`src/rtl/instr_fetch_ctrl_pkg.sv`:
```
// Shared types and constants for the instruction fetch slice.
package fetch_pkg;

    typedef enum logic [1:0] {
        IDLE,
        FETCH,
        FAULT
    } fetch_state_t;

    localparam int INSTR_BYTES = 4;
    localparam logic [31:0] NOP_INSTR = 32'h00000013;

endpackage

```
`src/rtl/instr_fetch_ctrl_if.sv`:
```
// Valid/ready bus carrying {pc, instruction} from fetch to decode.
interface instr_fetch_ctrl_if #(
    parameter int ADDRESS_WIDTH = 32,
    parameter int DATA_WIDTH    = 32
) ();

    logic                     if_valid;
    logic                     if_ready;
    logic [ADDRESS_WIDTH-1:0] if_pc;
    logic [DATA_WIDTH-1:0]    if_instr;

    modport master (
        output if_valid,
        output if_pc,
        output if_instr,
        input  if_ready
    );

    modport slave (
        input  if_valid,
        input  if_pc,
        input  if_instr,
        output if_ready
    );

endinterface

```
`src/rtl/instr_fetch_ctrl_out_reg.sv`:
```
// One-entry valid/ready holding register for the fetched {pc, instr} pair.
module fetch_out_reg #(
    parameter int ADDRESS_WIDTH = 32,
    parameter int DATA_WIDTH    = 32
) (
    input  logic                     clk,
    input  logic                     rst,
    input  logic                     load,
    input  logic                     flush,
    input  logic                     pop,
    input  logic [ADDRESS_WIDTH-1:0] load_pc,
    input  logic [DATA_WIDTH-1:0]    load_instr,
    output logic                     valid,
    output logic [ADDRESS_WIDTH-1:0] out_pc,
    output logic [DATA_WIDTH-1:0]    out_instr
);

    // Payload only changes on load, so it stays stable while stalled.
    always_ff @(posedge clk) begin
        if (rst) begin
            valid     <= 1'b0;
            out_pc    <= '0;
            out_instr <= '0;
        end else if (load) begin
            valid     <= 1'b1;
            out_pc    <= load_pc;
            out_instr <= load_instr;
        end else if (flush || pop) begin
            valid <= 1'b0;
        end
    end

endmodule

```
`src/rtl/instr_fetch_ctrl.sv`:
```
// Fetch sequencer: owns the PC, drives instruction memory and feeds decode through a
// one-entry stage, with redirect, backpressure and sticky fault handling.
module instr_fetch_ctrl
    import fetch_pkg::*;
#(
    parameter int                   DATA_WIDTH    = 32,
    parameter int                   ADDRESS_WIDTH = 32,
    parameter int                   MEM_SIZE      = 256,
    parameter logic [ADDRESS_WIDTH-1:0] RESET_PC  = '0
) (
    input  logic                     clk,
    input  logic                     rst,
    input  logic                     en,
    output logic [ADDRESS_WIDTH-1:0] imem_address,
    input  logic [DATA_WIDTH-1:0]    imem_instruction,
    input  logic                     redirect_valid,
    input  logic [ADDRESS_WIDTH-1:0] redirect_pc,
    instr_fetch_ctrl_if.master       decode,
    output logic                     fault,
    output logic [ADDRESS_WIDTH-1:0] fault_pc,
    output logic [31:0]              fetch_count
);

    localparam logic [ADDRESS_WIDTH:0] PC_LIMIT = (ADDRESS_WIDTH+1)'(MEM_SIZE * INSTR_BYTES);

    fetch_state_t             state;
    logic [ADDRESS_WIDTH-1:0] pc;
    logic                     out_valid;
    logic [ADDRESS_WIDTH-1:0] out_pc;
    logic [DATA_WIDTH-1:0]    out_instr;
    logic                     handshake;
    logic                     slot_free;
    logic                     pc_legal;
    logic                     redirect_take;
    logic                     fetch_try;
    logic                     capture;
    logic                     fault_hit;

    assign imem_address  = pc;
    assign handshake     = out_valid && decode.if_ready;
    assign slot_free     = !out_valid || decode.if_ready;
    assign pc_legal      = (pc[1:0] == 2'b00) && ({1'b0, pc} < PC_LIMIT);
    assign redirect_take = redirect_valid && (state != FAULT);
    // A fetch attempt is what exposes a bad PC, so faults only arise from FETCH.
    assign fetch_try     = (state == FETCH) && en && slot_free && !redirect_take;
    assign capture       = fetch_try && pc_legal;
    assign fault_hit     = fetch_try && !pc_legal;

    assign decode.if_valid = out_valid;
    assign decode.if_pc    = out_pc;
    assign decode.if_instr = out_instr;

    always_ff @(posedge clk) begin
        if (rst) begin
            state       <= IDLE;
            pc          <= RESET_PC;
            fault       <= 1'b0;
            fault_pc    <= '0;
            fetch_count <= '0;
        end else begin
            if (handshake) begin
                fetch_count <= fetch_count + 32'd1;
            end

            if (redirect_take) begin
                pc <= redirect_pc;
            end else if (capture) begin
                pc <= pc + ADDRESS_WIDTH'(INSTR_BYTES);
            end

            if (fault_hit) begin
                fault    <= 1'b1;
                fault_pc <= pc;
            end

            case (state)
                IDLE:    if (en) state <= FETCH;
                FETCH: begin
                    if (fault_hit) begin
                        state <= FAULT;
                    end else if (!en) begin
                        state <= IDLE;
                    end
                end
                FAULT:   state <= FAULT;
                default: state <= IDLE;
            endcase
        end
    end

    fetch_out_reg #(
        .ADDRESS_WIDTH(ADDRESS_WIDTH),
        .DATA_WIDTH   (DATA_WIDTH)
    ) u_out_reg (
        .clk       (clk),
        .rst       (rst),
        .load      (capture),
        .flush     (redirect_take),
        .pop       (handshake),
        .load_pc   (pc),
        .load_instr(imem_instruction),
        .valid     (out_valid),
        .out_pc    (out_pc),
        .out_instr (out_instr)
    );

endmodule

```
`src/flat_wrapper.sv`:
```
// flat-port wrapper written by rule: the top's interface ports become plain ports
module instr_fetch_ctrl_flat import fetch_pkg::*;
#(
    parameter int                   DATA_WIDTH    = 32,
    parameter int                   ADDRESS_WIDTH = 32,
    parameter int                   MEM_SIZE      = 256,
    parameter logic [ADDRESS_WIDTH-1:0] RESET_PC  = '0
)
  (clk, rst, en, imem_address, imem_instruction, redirect_valid, redirect_pc, fault, fault_pc, fetch_count, decode_if_valid, decode_if_pc, decode_if_instr, decode_if_ready);
  instr_fetch_ctrl_if #(.ADDRESS_WIDTH(ADDRESS_WIDTH), .DATA_WIDTH(DATA_WIDTH)) decode_i ();
  input  logic clk;
  input  logic rst;
  input  logic en;
  output logic [ADDRESS_WIDTH-1:0] imem_address;
  input  logic [DATA_WIDTH-1:0] imem_instruction;
  input  logic redirect_valid;
  input  logic [ADDRESS_WIDTH-1:0] redirect_pc;
  output logic fault;
  output logic [ADDRESS_WIDTH-1:0] fault_pc;
  output logic [31:0] fetch_count;
  output wire logic [$bits(decode_i.if_valid)-1:0] decode_if_valid;
  output wire logic [$bits(decode_i.if_pc)-1:0] decode_if_pc;
  output wire logic [$bits(decode_i.if_instr)-1:0] decode_if_instr;
  input wire logic [$bits(decode_i.if_ready)-1:0] decode_if_ready;
  assign decode_if_valid = decode_i.if_valid;
  assign decode_if_pc = decode_i.if_pc;
  assign decode_if_instr = decode_i.if_instr;
  assign decode_i.if_ready = decode_if_ready;
  instr_fetch_ctrl #(.DATA_WIDTH(DATA_WIDTH), .ADDRESS_WIDTH(ADDRESS_WIDTH), .MEM_SIZE(MEM_SIZE), .RESET_PC(RESET_PC)) u_core (.clk(clk), .rst(rst), .en(en), .imem_address(imem_address), .imem_instruction(imem_instruction), .redirect_valid(redirect_valid), .redirect_pc(redirect_pc), .decode(decode_i), .fault(fault), .fault_pc(fault_pc), .fetch_count(fetch_count));
endmodule
```
`config.mk`:
```
export PLATFORM = sky130hd
export DESIGN_NAME = instr_fetch_ctrl_flat
export DESIGN_NICKNAME = d
export VERILOG_FILES = /design/src/rtl/instr_fetch_ctrl_pkg.sv /design/src/rtl/instr_fetch_ctrl_if.sv /design/src/rtl/instr_fetch_ctrl_out_reg.sv /design/src/rtl/instr_fetch_ctrl.sv /design/src/flat_wrapper.sv
export SDC_FILE = /design/constraint.sdc
export NUM_CORES = 1
export LEC_CHECK = 0
export CAP_MARGIN = 0
export CORE_MARGIN = 2
export CORE_UTILIZATION = 44
export DETAILED_ROUTE_END_ITERATION = 7
export PLACE_DENSITY_LB_ADDON = 0.2
export SYNTH_ARGS = -nofsm -noshare
export SYNTH_HDL_FRONTEND = slang
export SYNTH_SLANG_ARGS = --single-unit
```
`constraint.sdc`:
```
create_clock -name clk -period 2.5 [get_ports clk]
set_clock_uncertainty 0.2 [all_clocks]
set_input_delay 0.25 -clock clk [delete_from_list [all_inputs] [get_ports clk]]
set_output_delay 0.25 -clock clk [all_outputs]
set_load 0.1 [all_outputs]
```
==> results of run 1 <==
-- power breakdown --
part	switching, uW	leakage (uW)	internal (uW)	total (uW)
Combinational	453	0.00191	215	668
Sequential	51.3	0.00134	2660	2710
Clock	1000	0.000288	1530	2540
-- per-layer routing --
metal  part of all wire [%]  track usage, %  vias to the layer above
li1                       -               -                     2853
met1                     45           29.26                     2619
met2                     46           36.34                      171
met3                    7.5           8.083                       19
met4                    1.5           7.543                        0
met5                      0               0                        -
-- cells in the final DEF (no fill, tap or decap), drive strengths merged, types with 3 or more instances in the layout --
master	instances
dfxtp	164
inv	7
and4	5
clkbuf	21
xnor2	24
mux2i	4
nand2	197
o21ai	6
nand4	8
or4	3
clkinv	7
xor2	5
nor4	6
a21oi	102
and2	26
nor2	52
or3	4
nand3	17
clkdlybuf4s50	67
buf	190
nor3	24
-- worst paths after layout --
kind	startpoint	end	slack [ps]	cells past startpoint
setup / recovery	u_core.imem_address[12]	u_core.u_out_reg.out_pc[8]	140	7
hold / removal	rst	u_core.fault	70	2
setup reg to reg	u_core.imem_address[12]	u_core.u_out_reg.out_pc[8]	140	7
hold reg to reg	u_core.u_out_reg.out_instr[21]	u_core.u_out_reg.out_instr[21]	250	2
-- critical path, cell delays in order, from the launching register on --
cell and delay [ps]:
dfxtp_2 340, or4_1 580, or2_4 310, nor3_4 170, buf_4 210, buf_12 150, nand2_1 70, a21oi_1 230
-- Yosys cell counts, types with 2 or more instances --
cell type / count
nand2_1: 197
dfxtp_1: 164
a21oi_1: 101
nor2_1: 52
clkbuf_1: 33
and2_1: 26
xnor2_1: 24
nor3_1: 22
nand3_1: 17
nand4_1: 8
inv_1: 7
buf_2: 6
nor4_1: 6
and4_1: 5
o21ai_0: 5
xor2_1: 5
buf_4: 4
mux2i_1: 4
or3_1: 4
or4_1: 3
a22oi_1: 2
a311oi_1: 2
and3_1: 2
ha_1: 2
mux2_2: 2
nand2b_1: 2
nor4b_1: 2
o21a_1: 2
-- cell families (layout without fill, tap and decap cells) --
group | count (synthesis) | after routing | share of synthesized area (%)
mux | 6 | 6 | 1.031
compound gates | 119 | 119 | 10.62
flops | 164 | 164 | 54.13
simple gates | 353 | 353 | 26.09
buf+inv | 51 | 295 | 3.527
xor+xnor | 29 | 29 | 4.187
fa+ha+maj | 2 | 2 | 0.4125
-- final cells by class --
| cell class | instances | share of cell area, % |
|---|---|---|
| inverters | 7 | 0.2956 |
| repair buffers | 257 | 24.43 |
| clock inverters | 10 | 1.196 |
| well taps | 176 | 2.477 |
| clock buffers | 21 | 5.292 |
| flip-flops and latches | 164 | 37.20 |
| multi-input cells | 509 | 29.11 |
-- flip-flops by register name (all words and copies together), names as in the netlist --
signal                      flops
u_core.u_out_reg.out_instr     32
u_core.fault                    1
u_core.u_out_reg.out_pc        32
u_core.imem_address            32
u_core.fault_pc                32
u_core.state                    2
u_core.fetch_count             32
u_core.u_out_reg.valid          1
-- through the flow --
step | power, uW | setup WS, ps | std cells | utilization, % | cell area, um^2
final | 5913 | 140.9 | 1144 | 66.60 | 8890
after global routing | 6116 | 30.61 | 1144 | 66.60 | 8890
after CTS | 5969 | 132.7 | 1144 | 66.55 | 8884
after detailed placement | 3429 | -19.90 | 1113 | 62.23 | 8307
after global placement | 3428 | 15.42 | 1113 | 62.23 | 8307
after floorplan | 3176 | 17.62 | 724 | - | 6090
-- what timing repair did --
item / 4_1_cts / 5_1_grt
endpoints found under the setup margin: 0 / 1
hold buffers: 0 / 0
gates resized for setup: 0 / 1
hold endpoints to repair: 0 / 0
==> impl_metrics.py, run 1 <==
metrics = {
    "hold_path": {
        "hp-class": "in2reg",
    },
    "finish": {
        "area.sequential_mm2": 0.003307,
        "n_fill_cell": 1133,
        "num-nets-final": 1027,
        "antenna_cells": 0,
        "multi_input_area_mm2": 0.002587,
        "drive_above_1_share_pct": 25.93,
        "syn2layout_area_growth_pct": 46.56,
    },
    "outcome": {
        "status": "finished, final reports clean",
    },
    "detailed_routing": {
        "drtPass1Iterations": 4,
        "drc": 0,
        "wl_per_cell_um": 14.58,
        "vias_per_cell": 4.949,
        "drt_iter0_drc": 432,
        "vias": 5662,
        "postRouteAntennaNets": 0,
        "drt-total-wl_um": 16680,
    },
    "clock_network": {
        "cts_tree": "done",
        "ctsHtreeMaxLevel": 4,
        "cts_max_path_buffers": 2,
        "clk_pin_slew_ps": 60,
        "clock_latency_ps": 420,
        "cts_setup_buffers": 0,
        "cts_sinks": 164,
        "cts_buffers": 17,
        "root_buffer": "clkbuf_16",
    },
    "timing": {
        "tns_ps": 0,
        "hold_viol_final": 0,
        "min_period_over_period_pct": 94.37,
        "whs_ps": 67.53,
        "slew_headroom_pct": 65.15,
        "tightest_slew_ps": 522.8,
        "fin_crit_ps": 2359,
        "setup_viol": 0,
        "max_freq_ghz": 0.4239,
        "report.final.slew_viol_count": 0,
        "rsz0062_at_grt": "false",
    },
    "power": {
        "ir_worst_vdd_mv": 0.4577,
        "p_leak_uw": 0.003535,
        "powerDensity_mw_per_mm2": 665.2,
    },
    "logic_synthesis": {
        "synthTopCellsByArea": "dfxtp_1 (54%), nand2_1 (12%), a21oi_1 (8.3%)",
        "ys_warn_count": 0,
        "synth-seq-cells": 164,
        "synth_top_area_cell": "dfxtp_1",
        "syn_inst": 724,
        "ys_seq_area_share_pct": 54.13,
        "synthFlopType": "dfxtp_1",
        "synthDistinctLibCells": 43,
        "synth_area_mm2": 0.006066,
        "synth_edf_count": 0,
        "synth_fp_nets": 795,
        "synth_top_area_share_pct": 54.13,
        "synthArstFlopShare_pct": 0,
        "syn_avg_cell_area_um2": 8.378,
    },
    "floorplanning": {
        "core_area_mm2": 0.01335,
        "die_h_um": 121.4,
        "ios": 231,
        "start_util_pct": 45.44,
        "rows": 42,
        "dieArea_mm2": 0.01474,
        "die-width_um": 121.4,
    },
    "grt": {
        "grt_max_degree": 65,
        "track_usage_pct": 22.96,
        "grt_overflow": 0,
        "grt_pass1_vias": 5343,
        "antenna_found_initial": 0,
        "grt_pass1_wl_um": 26770,
    },
    "placement": {
        "dpl.hpwl_um": 11640,
        "globalplace.congestion": 0.8061,
        "numPortBuffers": 230,
    },
    "critical_path": {
        "cp-start-kind": "register",
        "worstSetupPathType": "reg2reg",
        "crit_fanout": 16,
        "cp.arrival_ps": 2480,
        "cp-end-kind": "register",
        "worstPathRequired_ps": 2620,
    },
    "run": {
        "cap_violations": 0,
    },
}
Note: power is estimated with default switching activity, not from simulation.
==> run 2, diff against run 1 <==
--- a/config.mk
+++ b/config.mk
@@ -9,6 +9,8 @@
 export CORE_MARGIN = 2
 export CORE_UTILIZATION = 44
 export DETAILED_ROUTE_END_ITERATION = 7
+export HOLD_SLACK_MARGIN = 0.03
+export MAX_ROUTING_LAYER = met4
 export PLACE_DENSITY_LB_ADDON = 0.2
 export SYNTH_ARGS = -nofsm -noshare
 export SYNTH_HDL_FRONTEND = slang
==> run 2 against run 1 <==
Net effect: critical path depth unchanged; final cell count unchanged; wire length about the same; maximum frequency down 0.21%; clock power about the same; sequential cell count unchanged; worst hold slack worse by 0.92 ps; global-route usage up 0.61 points.
==> impl_metrics.py, run 2 (same netlist as run 1, synthesis figures left out) <==
metrics = {
    "detailed_routing": {
        "met1_length_um": 7652,
        "dr.max_layer_used": "met4",
        "drtPass1Iterations": 6,
        "vias_per_cell": 4.947,
        "wl_met3_um": 1075,
        "drt-total-wl_um": 16680,
        "drt_iter0_drc": 460,
        "vias": 5659,
        "drc": 0,
        "postRouteAntennaNets": 0,
        "wl_per_cell_um": 14.58,
        "wl_met2_um": 7669,
    },
    "finish": {
        "final_common_cell": "nand2_1",
        "drive_above_1_share_pct": 25.93,
        "utilization_pct": 66.60,
        "final_cell_mix": "nand2_1 (197), buf_4 (184), dfxtp_1 (145)",
        "num-nets-final": 1027,
        "antenna_cells": 0,
        "fin_area_mm2": 0.008890,
        "instances_no_fill": 1144,
        "syn2layout_area_growth_pct": 46.56,
        "n_fill_cell": 1133,
    },
    "placement": {
        "dpl.hpwl_um": 11640,
        "globalplace.congestion": 0.8179,
        "post-place-ws_ps": -19.90,
        "dpl-instance-area_mm2": 0.008307,
        "place_inst": 1113,
        "numPortBuffers": 230,
    },
    "timing": {
        "max_freq_ghz": 0.4230,
        "hold_viol_final": 0,
        "report.final.slew_viol_count": 0,
        "slew_headroom_pct": 65.15,
        "tightest_slew_ps": 522.7,
        "fin_ws_ps": 135.8,
        "min_period_over_period_pct": 94.57,
        "whs_ps": 66.62,
        "setup_viol": 0,
        "fin_crit_ps": 2364,
        "rsz0062_at_grt": "false",
    },
    "critical_path": {
        "cp.arrival_ps": 2490,
        "crit_fanout": 16,
        "cp_slowest_cell": "or4_1",
        "cp-start-kind": "register",
        "worstPathRequired_ps": 2630,
        "rrSetupSlack_ps": 140,
        "critPathMaxStageDelay_ps": 580,
        "r2r_start": "u_core.imem_address[12]",
        "rr_worst_depth": 7,
        "reg2reg_to": "u_core.u_out_reg.out_pc[8]",
        "cp-end-kind": "register",
        "startpoint": "u_core.imem_address[12]",
        "worstSetupPathType": "reg2reg",
        "path_cells": "or4_1 > or2_4 > nor3_4 > buf_4 > buf_12 > nand2_1 > a21oi_1",
    },
    "clock_network": {
        "cts_max_path_buffers": 2,
        "cts_tree": "done",
        "cts_sinks": 164,
        "hold_buffers": 0,
        "ctsHtreeMaxLevel": 4,
        "root_buffer": "clkbuf_16",
        "clock_latency_ps": 420,
        "cts_buffers": 17,
        "clk_pin_slew_ps": 60,
    },
    "outcome": {
        "status": "finished, final reports clean",
    },
    "grt": {
        "antenna_found_initial": 0,
        "grt_pass1_wl_um": 26720,
        "grt_pass1_vias": 5352,
        "grt_max_degree": 65,
        "track_usage_pct": 23.57,
        "grt_overflow": 0,
    },
    "floorplanning": {
        "core_area_mm2": 0.01335,
        "die_h_um": 121.4,
        "die-width_um": 121.4,
        "start_util_pct": 45.44,
        "ios": 231,
        "rows": 42,
        "dieArea_mm2": 0.01474,
    },
    "hold_path": {
        "hp-class": "in2reg",
        "min_to": "u_core.fault",
        "hp-start": "rst",
        "min_path_cells": 2,
    },
    "power": {
        "powerDensity_mw_per_mm2": 665.4,
        "p_leak_uw": 0.003535,
        "ir_worst_vdd_mv": 0.4574,
    },
    "run": {
        "cap_violations": 0,
    },
}
-- run 2: cell counts in the layout (fill, tap and decap cells not counted) --
Identical to the previous run, type by type.
-- run 2: per-stage QoR --
stage               total power (uW)  setup TNS (ps)
floorplan                       3176               0
global placement                3428               0
detailed placement              3429          -19.90
CTS                             5969               0
global route                    6115               0
finish                          5916               0
-- run 2: what timing repair did --
item | in CTS | in global routing
gates resized for setup | 0 | 1
setup endpoints to repair | 0 | 1
buffers inserted | 0 | 0
-- run 2: cell type report --
class                   count  area, um^2  area share [%]
repair buffers            257        2172           24.43
clock inverters            10       106.4           1.196
inverters                   7       26.28          0.2956
flip-flops and latches    164        3307           37.20
clock buffers              21       470.5           5.292
multi-input cells         509        2587           29.11
well taps                 176       220.2           2.477
-- run 2: worst max path at each step --
stage,to,cells past startpoint
finish,u_core.u_out_reg.out_pc[8],7
global route,u_core.u_out_reg.out_pc[8],8
CTS,u_core.u_out_reg.out_pc[8],8
detailed placement,u_core.imem_address[5],7
global placement,u_core.imem_address[5],7
floorplan,u_core.u_out_reg.out_pc[2],7
-- run 2: layer usage --
layer / track usage [%] / vias up
met3: 6.579 / 26
met1: 30.18 / 2602
met5: - / -
li1: - / 2855
met4: 7.543 / 0
met2: 36.27 / 176
-- run 2: critical path: cells and delay by family (launching register included) --
kind	cells	cell delay [ps]
and+or+nand+nor	4	1130
AOI/OAI and AO/OA	1	230
DFF	1	340
buffers and inverters	2	360
-- run 2: report_power, final --
part	internal [uW]	switching (uW)
registers	2660	51.6
logic	215	453
clock network	1530	1010
total	4400	1510
